### config.mk
export PLATFORM = sky130hd
export DESIGN_NAME = image_tx_flat
export DESIGN_NICKNAME = d
export VERILOG_FILES = /design/src/rtl/image_tx_if.sv /design/src/rtl/image_tx.sv /design/src/flat_wrapper.sv
export SDC_FILE = /design/constraint.sdc
export NUM_CORES = 1
export LEC_CHECK = 0
export BUFFER_PORTS_ARGS = -buffer_cell sky130_fd_sc_hd__buf_2
export CAP_MARGIN = 0
export CORE_MARGIN = 2
export CORE_UTILIZATION = 43
export DETAILED_ROUTE_END_ITERATION = 10
export GPL_ROUTABILITY_DRIVEN = 0
export HOLD_SLACK_MARGIN = 0.05
export PLACE_DENSITY_LB_ADDON = 0.3
export SYNTH_ARGS = -nofsm -noshare
export SYNTH_HDL_FRONTEND = slang
export SYNTH_SLANG_ARGS = --single-unit
export TNS_END_PERCENT = 30
### constraint.sdc
create_clock -name clk_txg -period 7 [get_ports clk_txg]
set_input_delay 0.7 -clock clk_txg [delete_from_list [all_inputs] [get_ports clk_txg]]
set_output_delay 0.7 -clock clk_txg [all_outputs]
set_load 0.005 [all_outputs]
### src/rtl/image_tx_if.sv
// Pixel-source stream into image_tx: packed 16-bit lanes (12-bit pixel plus 4-bit marker nibble)
// with a valid/ready handshake.
interface image_tx_if #(
  parameter int LANES = 8
);
  logic                 s_valid;
  logic                 s_ready;
  logic [LANES*16-1:0]  s_data;

  modport master (output s_valid, output s_data, input s_ready);
  modport slave  (input s_valid, input s_data, output s_ready);
endinterface

### src/rtl/image_tx.sv
// EDS link transmitter: frames 16-bit pixel beats into a continuous per-lane 12-bit word stream.
// Optional build macro EDS_TX_CLIP_EN keeps DATA pixels off the 12'hFFF / 12'h000 sync codes.
module image_tx #(
  parameter int lvds_pairs  = 8,
  parameter int LINE_BEATS  = 256,
  parameter int GAP_BEATS   = 4,
  parameter int TRAIN_BEATS = 1024
) (
  input  logic                     clk_txg,
  input  logic                     rst_tx,
  input  logic                     eds_power_en,
  input  logic                     tx_en,
  input  logic [11:0]              training_word,
  input  logic                     cmd_start_training,
  image_tx_if.slave                s_if,
  output logic [lvds_pairs*12-1:0] tx_data,
  output logic                     tx_lval,
  output logic                     training_busy,
  output logic                     marker_err,
  output logic                     underrun_err,
  output logic [15:0]              line_cnt
);

  typedef enum logic [2:0] {
    ST_OFF, ST_IDLE, ST_TRAIN, ST_SOL, ST_DATA, ST_EOL, ST_GAP
  } state_t;

  localparam int W = lvds_pairs * 12;

  state_t          r_state;
  logic [15:0]     r_cnt;
  logic            r_pwr_p0, r_pwr_p1;
  logic            r_en_p0, r_en_p1;
  logic            r_train_pend;
  logic            r_s_ready;
  logic [W-1:0]    r_tx_data;
  logic            r_tx_lval;
  logic            r_busy;
  logic            r_marker_err;
  logic            r_underrun_err;
  logic [15:0]     r_line_cnt;

  logic [W-1:0]    w_pix;
  logic            w_mark_bad;
  logic [W-1:0]    w_train;

  function automatic logic [11:0] f_clip(input logic [11:0] p);
`ifdef EDS_TX_CLIP_EN
    if (p == 12'hFFF)      return 12'hFFE;
    else if (p == 12'h000) return 12'h001;
    else                   return p;
`else
    return p;
`endif
  endfunction

  assign w_train = {lvds_pairs{training_word}};

  // Lane unpacking and marker check; lane 0 of beat 0 carries the line-start nibble.
  always_comb begin
    w_pix      = '0;
    w_mark_bad = 1'b0;
    for (int k = 0; k < lvds_pairs; k++) begin
      w_pix[12*k +: 12] = f_clip(s_if.s_data[16*k +: 12]);
      if (k == 0 && r_cnt == 16'd0)
        w_mark_bad = w_mark_bad | (s_if.s_data[16*k+12 +: 4] != 4'hF);
      else
        w_mark_bad = w_mark_bad | (s_if.s_data[16*k+12 +: 4] != 4'h0);
    end
  end

  always_ff @(posedge clk_txg or posedge rst_tx) begin
    if (rst_tx) begin
      r_state        <= ST_OFF;
      r_cnt          <= '0;
      r_pwr_p0       <= 1'b0;
      r_pwr_p1       <= 1'b0;
      r_en_p0        <= 1'b0;
      r_en_p1        <= 1'b0;
      r_train_pend   <= 1'b0;
      r_s_ready      <= 1'b0;
      r_tx_data      <= '0;
      r_tx_lval      <= 1'b0;
      r_busy         <= 1'b0;
      r_marker_err   <= 1'b0;
      r_underrun_err <= 1'b0;
      r_line_cnt     <= '0;
    end else begin
      r_pwr_p0 <= eds_power_en;
      r_pwr_p1 <= r_pwr_p0;
      r_en_p0  <= tx_en;
      r_en_p1  <= r_en_p0;

      if (!r_pwr_p1) begin
        // Power-off wins over everything; counters and sticky errors are held.
        r_state      <= ST_OFF;
        r_cnt        <= '0;
        r_tx_data    <= '0;
        r_tx_lval    <= 1'b0;
        r_s_ready    <= 1'b0;
        r_busy       <= 1'b0;
        r_train_pend <= 1'b0;
      end else begin
        r_tx_lval <= 1'b0;
        r_busy    <= 1'b0;
        case (r_state)
          ST_OFF: begin
            r_tx_data <= '0;
            r_cnt     <= '0;
            r_state   <= ST_IDLE;
          end
          ST_IDLE: begin
            r_tx_data <= w_train;
            r_cnt     <= '0;
            if (r_train_pend) begin
              r_train_pend <= 1'b0;
              r_state      <= ST_TRAIN;
            end else if (r_en_p1 && s_if.s_valid) begin
              r_state <= ST_SOL;
            end
          end
          ST_TRAIN: begin
            r_tx_data <= w_train;
            r_busy    <= 1'b1;
            if (r_cnt == 16'(TRAIN_BEATS - 1)) begin
              r_cnt   <= '0;
              r_state <= ST_IDLE;
            end else begin
              r_cnt <= r_cnt + 16'd1;
            end
          end
          ST_SOL: begin
            case (r_cnt)
              16'd0:   r_tx_data <= {lvds_pairs{12'hFFF}};
              16'd1:   r_tx_data <= {lvds_pairs{12'h000}};
              default: r_tx_data <= {lvds_pairs{12'hAB0}};
            endcase
            if (r_cnt == 16'd2) begin
              r_cnt     <= '0;
              r_s_ready <= 1'b1;
              r_state   <= ST_DATA;
            end else begin
              r_cnt <= r_cnt + 16'd1;
            end
          end
          ST_DATA: begin
            // Fixed-length line: a missing beat becomes a fill word rather than a stall.
            r_tx_lval <= 1'b1;
            if (s_if.s_valid && r_s_ready) begin
              r_tx_data <= w_pix;
              if (w_mark_bad) r_marker_err <= 1'b1;
            end else begin
              r_tx_data      <= {lvds_pairs{12'h001}};
              r_underrun_err <= 1'b1;
            end
            if (r_cnt == 16'(LINE_BEATS - 1)) begin
              r_cnt     <= '0;
              r_s_ready <= 1'b0;
              r_state   <= ST_EOL;
            end else begin
              r_cnt <= r_cnt + 16'd1;
            end
          end
          ST_EOL: begin
            case (r_cnt)
              16'd0:   r_tx_data <= {lvds_pairs{12'hFFF}};
              16'd1:   r_tx_data <= {lvds_pairs{12'h000}};
              default: r_tx_data <= {lvds_pairs{12'hB60}};
            endcase
            if (r_cnt == 16'd2) begin
              r_cnt      <= '0;
              r_line_cnt <= r_line_cnt + 16'd1;
              r_state    <= ST_GAP;
            end else begin
              r_cnt <= r_cnt + 16'd1;
            end
          end
          ST_GAP: begin
            r_tx_data <= w_train;
            if (r_cnt == 16'(GAP_BEATS - 1)) begin
              r_cnt   <= '0;
              r_state <= ST_IDLE;
            end else begin
              r_cnt <= r_cnt + 16'd1;
            end
          end
          default: begin
            r_tx_data <= '0;
            r_cnt     <= '0;
            r_s_ready <= 1'b0;
            r_state   <= ST_OFF;
          end
        endcase
        if (cmd_start_training) r_train_pend <= 1'b1;
      end
    end
  end

  assign s_if.s_ready  = r_s_ready;
  assign tx_data       = r_tx_data;
  assign tx_lval       = r_tx_lval;
  assign training_busy = r_busy;
  assign marker_err    = r_marker_err;
  assign underrun_err  = r_underrun_err;
  assign line_cnt      = r_line_cnt;

endmodule

### src/flat_wrapper.sv
// flat-port wrapper written by rule: the top's interface ports become plain ports
module image_tx_flat 
#(
  parameter int lvds_pairs  = 8,
  parameter int LINE_BEATS  = 256,
  parameter int GAP_BEATS   = 4,
  parameter int TRAIN_BEATS = 1024
)
  (clk_txg, rst_tx, eds_power_en, tx_en, training_word, cmd_start_training, tx_data, tx_lval, training_busy, marker_err, underrun_err, line_cnt, s_if_s_valid, s_if_s_data, s_if_s_ready);
  image_tx_if #(.LANES((8))) s_if_i ();
  input  logic clk_txg;
  input  logic rst_tx;
  input  logic eds_power_en;
  input  logic tx_en;
  input  logic [11:0] training_word;
  input  logic cmd_start_training;
  output logic [lvds_pairs*12-1:0] tx_data;
  output logic tx_lval;
  output logic training_busy;
  output logic marker_err;
  output logic underrun_err;
  output logic [15:0] line_cnt;
  input wire logic [$bits(s_if_i.s_valid)-1:0] s_if_s_valid;
  input wire logic [$bits(s_if_i.s_data)-1:0] s_if_s_data;
  output wire logic [$bits(s_if_i.s_ready)-1:0] s_if_s_ready;
  assign s_if_i.s_valid = s_if_s_valid;
  assign s_if_i.s_data = s_if_s_data;
  assign s_if_s_ready = s_if_i.s_ready;
  image_tx #(.lvds_pairs(lvds_pairs), .LINE_BEATS(LINE_BEATS), .GAP_BEATS(GAP_BEATS), .TRAIN_BEATS(TRAIN_BEATS)) u_core (.clk_txg(clk_txg), .rst_tx(rst_tx), .eds_power_en(eds_power_en), .tx_en(tx_en), .training_word(training_word), .cmd_start_training(cmd_start_training), .s_if(s_if_i), .tx_data(tx_data), .tx_lval(tx_lval), .training_busy(training_busy), .marker_err(marker_err), .underrun_err(underrun_err), .line_cnt(line_cnt));
endmodule
==> results of run 1 <==
critical path, stage by stage (launching register included):
cell and delay [ns]:
dfrtp_1 0.77, nor3b_2 0.62, and3_2 0.26, buf_4 0.68
nand2_1 0.16, a31oi_1 0.22
per-stage QoR:
| step | hold slack (ns) | setup WS [ns] | area, um^2 |
|---|---|---|---|
| after floorplan | 0.331 | 2.52 | 6110 |
| after global routing | 0.356 | 3.93 | 8180 |
| after global placement | 0.333 | 4.20 | 7540 |
| after detailed placement | 0.335 | 4.17 | 7540 |
| final | 0.346 | 4.16 | 8190 |
| after CTS | 0.348 | 4.13 | 8180 |
cell usage in the layout, fill, tap and decap left out, drive strengths merged, types with 3 or more instances in the layout:
cell / count
clkbuf: 20
a31oi: 41
mux2i: 3
nor2: 26
xnor2: 14
nand3: 20
nand4: 11
o21ai: 21
inv: 10
nor2b: 3
buf: 266
and2: 4
or3: 3
and4: 6
nand2: 110
o22ai: 4
clkinv: 5
ha: 5
bufinv: 5
nor4: 11
dfrtp: 141
o31ai: 3
a22oi: 3
a21oi: 66
and3: 14
nor3: 5
xor2: 14
nor3b: 4
area by class of cell:
class                           instances  share of cell area (%)
Sequential cell                       141                    43.1
Timing Repair Buffer                  266                    16.4
Clock inverter                         11                    2.32
Tap cell                              180                    2.75
Antenna cell                            2                  0.0611
Clock buffer                           20                    5.58
Inverter                               10                   0.519
Multi-Input combinational cell        409                    29.3
final timing paths:
kind | start | end | slack, ns | depth (start not counted)
setup / recovery | u_core.r_state[2] | u_core.tx_data[10] | 4.16 | 5
hold / removal | rst_tx | u_core.tx_data[46] | 0.35 | 2
setup reg to reg | u_core.r_state[2] | u_core.tx_data[10] | 4.16 | 5
hold reg to reg | u_core.r_pwr_p0 | u_core.r_pwr_p1 | 0.35 | 0
max in group asynchronous | rst_tx | u_core.tx_data[52] | 5.26 | 3
min in group clk_txg | u_core.r_pwr_p0 | u_core.r_pwr_p1 | 0.35 | 0
power groups by stage:
stage                     Combinational [mW]  Clock [mW]  Sequential (mW)
after CTS                              0.615       0.999             1.00
final                                  0.612       0.988             1.00
after global routing                   0.677        1.04             1.02
after global placement                 0.610           0             1.01
after floorplan                        0.344           0             1.01
after detailed placement               0.613           0             1.02
sequential cells by signal, indices dropped and copies added, names as in the netlist:
name                  flops
u_core.tx_lval            1
u_core.r_cnt             16
u_core.underrun_err       1
u_core.tx_data           96
u_core.r_en_p1            1
u_core.r_pwr_p0           1
u_core.r_en_p0            1
u_core.r_train_pend       1
u_core.line_cnt          16
u_core.training_busy      1
u_core.marker_err         1
u_core.r_pwr_p1           1
u_core.r_state            3
u_core.s_if.s_ready       1
routing by layer:
metal | track usage [%] | vias up | wire length, um
met5 | 0 | - | 0
met4 | 10.2 | 0 | 513
met3 | 6.09 | 40 | 1180
met2 | 38.2 | 230 | 9030
met1 | 28.8 | 2703 | 7060
li1 | - | 2608 | -
cell families (layout without fill, tap and decap cells):
group,Yosys count,after routing,share of synthesized area (%)
adders and majority gates,5,5,1.02
xor gates and xnor gates,28,28,4.01
AOI/OAI and AO/OA,150,150,15.1
and+or+nand+nor,221,221,17.9
DFF,141,141,57.7
buffers and inverters,48,307,3.32
other,0,2,0
muxes,5,5,0.860
==> results.py, run 1 <==
metrics = {
    "synthesis": {
        "syn_area_mm2": 0.00611,
        "synthArstFlopShare_pct": 100,
        "syn_inst": 598,
        "ys_warn_count": 0,
        "synth_top_area_share_pct": 57.7,
        "ys_seq_elements": 141,
        "synth_common_cells": "141 x dfrtp_1, 110 x nand2_1, 66 x a21oi_1, 41 x a31oi_1, 24 x nor2_1",
        "synthesis.nets": 749,
        "synthTopCellsByArea": "dfrtp_1 58%, nand2_1 6.8%, a21oi_1 5.4%",
        "synth_edf_count": 0,
        "synth.most_common_cell": "dfrtp_1",
        "synth_flop_cell": "dfrtp_1",
        "yosysSeqAreaShare_pct": 57.7,
        "synth_cell_types": 49,
        "syn_avg_cell_area_um2": 10.2,
        "yosys.area.top_type": "dfrtp_1",
    },
    "die": {
        "die_area_mm2": 0.0152,
        "die_w_um": 123,
        "die_y_um": 123,
        "core_mm2": 0.0139,
        "start_util_pct": 44.0,
        "num_rows": 43,
        "io_pins": 263,
    },
    "outcome": {
        "status": "finished clean",
    },
    "grt": {
        "overflow": 0,
        "antenna_found_initial": 0,
        "grt_pass1_vias": 5178,
        "grt_pass1_wl_um": 26800,
        "grt_usage_pct": 23.2,
        "grt_max_degree": 97,
    },
    "finish": {
        "final_core_util_pct": 59.0,
        "drive_gt1_share_pct": 37.1,
        "seq_area_mm2": 0.00353,
        "multi_input_area_mm2": 0.00240,
        "fill_cells": 1249,
        "instances_no_fill": 1039,
        "syn2layout_area_growth_pct": 34.0,
        "nets": 996,
    },
    "sta": {
        "fin_crit_ns": 2.84,
        "relSlewSlack_pct": 31.0,
        "tns_ns": 0,
        "fin_skew_ns": 0.00606,
        "hold_violations": 0,
        "min_period_over_period_pct": 40.6,
        "worst_pin_slew_ns": 1.03,
        "finalSetupViolCount": 0,
        "fmax_mhz": 352,
        "slew_violations": 0,
        "rsz0062_at_grt": "false",
    },
    "cts": {
        "clk_path_buf_depth": 2,
        "cts_made_buffers": 17,
        "clk_pin_slew_ns": 0.06,
        "cts_num_sinks": 141,
        "hold_buffers": 0,
        "worstSkewPairLatency_ns": 0.42,
        "cts_resized": 0,
        "post_cts_buffers": 0,
        "cts_tree": "yes",
        "root_buffer": "clkbuf_16",
        "htree_levels": 4,
    },
    "hold_path": {
        "hold_class": "primary input to asynchronous set/reset pin",
    },
    "pwr": {
        "powerDensity_mw_per_mm2": 318,
        "p_switching_mw": 0.787,
        "p_leak_nw": 4.15,
        "p_comb_share_pct": 23.5,
        "peakVddDrop_v": 0.000174,
        "p_int_mw": 1.82,
        "power_frac_clock_pct": 38.0,
        "switching_share_pct": 30.2,
        "power.total_mw": 2.60,
        "power_frac_seq_pct": 38.5,
    },
    "placed_design": {
        "place_inst": 1006,
        "dpl.hpwl_um": 12500,
        "port_buffers": 262,
    },
    "routing": {
        "wirelength_um": 17800,
        "routed_via_density": 5.37,
        "drcViolationCount": 0,
        "wl_per_cell_um": 17.1,
        "drt-initial-drc-count": 422,
        "drtAntennaViolNets": 0,
        "num_vias": 5581,
        "drt-pass1-iter-count": 5,
    },
    "critical_path": {
        "crit_required_ns": 7.33,
        "cp_max_fo": 89,
        "path_class": "register to register",
        "cp-start-kind": "register",
        "crit_arrival_ns": 3.17,
        "end_kind": "register",
    },
    "job": {
        "max_cap_violations": 0,
    },
}
No activity file was read; power rests on OpenSTA's default activity.
==> inputs of run 2 (changes only) <==
==> constraint.sdc (replaced) <==
create_clock -name clk_txg -period 2.44 [get_ports clk_txg]
set_input_delay 0.244 -clock clk_txg [delete_from_list [all_inputs] [get_ports clk_txg]]
set_output_delay 0.244 -clock clk_txg [all_outputs]
set_load 0.005 [all_outputs]
==> run 2 against run 1 <==
  * Total power rose to 2.9 times the previous value
  * Global-route usage rose by 0.74 points
  * Cell area rose by 4.9%
  * Critical endpoint is now u_core.tx_data[81]
  * Largest power group unchanged
==> results.py, run 2 (synthesized netlist as in run 1, its figures left out) <==
metrics = {
    "outcome": {
        "status": "finished clean",
    },
    "die": {
        "io_pins": 263,
        "die_y_um": 123,
        "num_rows": 43,
        "die_w_um": 123,
        "start_util_pct": 44.0,
        "die_area_mm2": 0.0152,
        "core_mm2": 0.0139,
    },
    "critical_path": {
        "end_kind": "register",
        "crit_arrival_ns": 2.60,
        "r2r-end": "u_core.tx_data[81]",
        "cp-startpoint": "u_core.r_cnt[0]",
        "crit_required_ns": 2.72,
        "r2r-start": "u_core.r_cnt[0]",
        "cp-start-kind": "register",
        "path_class": "register to register",
        "reg2regPathDepth": 8,
        "r2r_setup_slack_ns": 0.12,
        "cp_max_fo": 8,
        "crit_end": "u_core.tx_data[81]",
    },
    "pwr": {
        "p_int_mw": 5.29,
        "p_leak_nw": 4.34,
        "p_comb_share_pct": 26.8,
        "powerDensity_mw_per_mm2": 887,
        "power_frac_clock_pct": 36.2,
        "switching_share_pct": 30.5,
        "p_switching_mw": 2.33,
        "power_frac_seq_pct": 37.0,
        "peakVddDrop_v": 0.000419,
    },
    "routing": {
        "num_vias": 5752,
        "drt-pass1-iter-count": 4,
        "routed_via_density": 5.33,
        "drt-initial-drc-count": 302,
        "wl_per_cell_um": 17.2,
        "wirelength_um": 18600,
        "drcViolationCount": 0,
        "drtAntennaViolNets": 0,
    },
    "cts": {
        "clk_pin_slew_ns": 0.06,
        "cts_made_buffers": 17,
        "htree_levels": 4,
        "clk_path_buf_depth": 2,
        "cts_num_sinks": 141,
        "worstSkewPairLatency_ns": 0.42,
        "cts_tree": "yes",
        "root_buffer": "clkbuf_16",
    },
    "grt": {
        "grt_pass1_vias": 5483,
        "overflow": 0,
        "grt_pass1_wl_um": 27600,
        "grt_max_degree": 59,
        "grt_usage_pct": 24.0,
        "antenna_found_initial": 1,
    },
    "finish": {
        "instances_no_fill": 1079,
        "largest_reg_flops": 96,
        "layout_commonest_cell": "buf_2",
        "fin_area_mm2": 0.00859,
        "nets": 1036,
        "final_core_util_pct": 61.9,
        "syn2layout_area_growth_pct": 40.5,
        "drive_gt1_share_pct": 37.9,
        "final_cell_mix": "262 x buf_2, 141 x dfrtp_1, 110 x nand2_1, 66 x a21oi_1, 41 x a31oi_1",
    },
    "sta": {
        "tns_ns": 0,
        "hold_slack_ns": 0.0610,
        "finalSetupViolCount": 0,
        "hold_violations": 0,
        "fmax_mhz": 430,
        "slew_violations": 0,
        "rsz0062_at_grt": "true",
        "relSlewSlack_pct": 29.6,
        "min_period_over_period_pct": 95.2,
        "fin_skew_ns": 0.00618,
        "worst_pin_slew_ns": 1.06,
        "fin_crit_ns": 2.32,
    },
    "placed_design": {
        "postPlaceCellArea_mm2": 0.00776,
        "dpl.hpwl_um": 13300,
        "port_buffers": 262,
        "place_inst": 1026,
    },
    "job": {
        "max_cap_violations": 0,
    },
    "hold_path": {
        "hold_class": "primary input to register",
    },
}
==> run 2: final cells by class <==
| class | instances | area (um^2) |
|---|---|---|
| clock buffers | 22 | 464 |
| diodes | 1 | 2.50 |
| repair buffers | 306 | 1760 |
| flip-flops and latches | 141 | 3530 |
| fillers | 1171 | 5290 |
| clock inverters | 10 | 161 |
| multi-input cells | 409 | 2410 |
| inverters | 10 | 41.3 |
| well taps | 180 | 225 |
==> run 2: stage by stage <==
| stage | total power, mW | worst slack, ns |
|---|---|---|
| after floorplan | 3.88 | 0.433 |
| after global placement | 4.79 | 0.203 |
| after detailed placement | 4.81 | 0.107 |
| after CTS | 7.57 | 0.0815 |
| after global routing | 7.96 | -0.00560 |
| final | 7.62 | 0.116 |
==> run 2: worst min path at each step <==
stage	cells past startpoint	endpoint	slack, ns	start
floorplan	0	u_core.r_en_p0	0.28	tx_en
global placement	0	u_core.r_en_p1	0.33	u_core.r_en_p0
detailed placement	0	u_core.r_en_p1	0.34	u_core.r_en_p0
CTS	3	u_core.tx_data[53]	0.05	s_if_s_data[69]
global route	3	u_core.tx_data[41]	0.07	s_if_s_data[53]
finish	3	u_core.r_train_pend	0.06	cmd_start_training
==> run 2: repair_timing <==
| action | CTS | global route |
|---|---|---|
| hold buffers | 17 | 0 |
| endpoints found under the hold margin | 43 | 0 |
| resized for setup | 0 | 1 |
| endpoints found under the setup margin | 0 | 42 |
| setup buffers | 0 | 3 |
==> run 2: critical path: stages, from the launching register on <==
cell and delay [ns]:
dfrtp_1 0.44, inv_1 0.09, ha_1 0.21, nor4b_1 0.25, and4_1 0.33, buf_4 0.17, mux2i_1 0.09, a22oi_2 0.46
a21oi_1 0.13
==> run 2: routing by layer <==
metal	wire, um	up-vias	track usage (%)
met5	0	-	0
met4	612	0	10.6
met3	1000	45	5.72
met2	9470	194	40.7
met1	7510	2830	28.9
li1	-	2683	-
==> run 2: power groups by stage <==
stage / Clock [mW] / Combinational [mW] / Sequential [mW]
finish: 2.76 / 2.04 / 2.82
global route: 2.86 / 2.24 / 2.86
CTS: 2.77 / 1.98 / 2.82
detailed placement: 0 / 1.95 / 2.86
global placement: 0 / 1.93 / 2.85
floorplan: 0 / 0.989 / 2.89
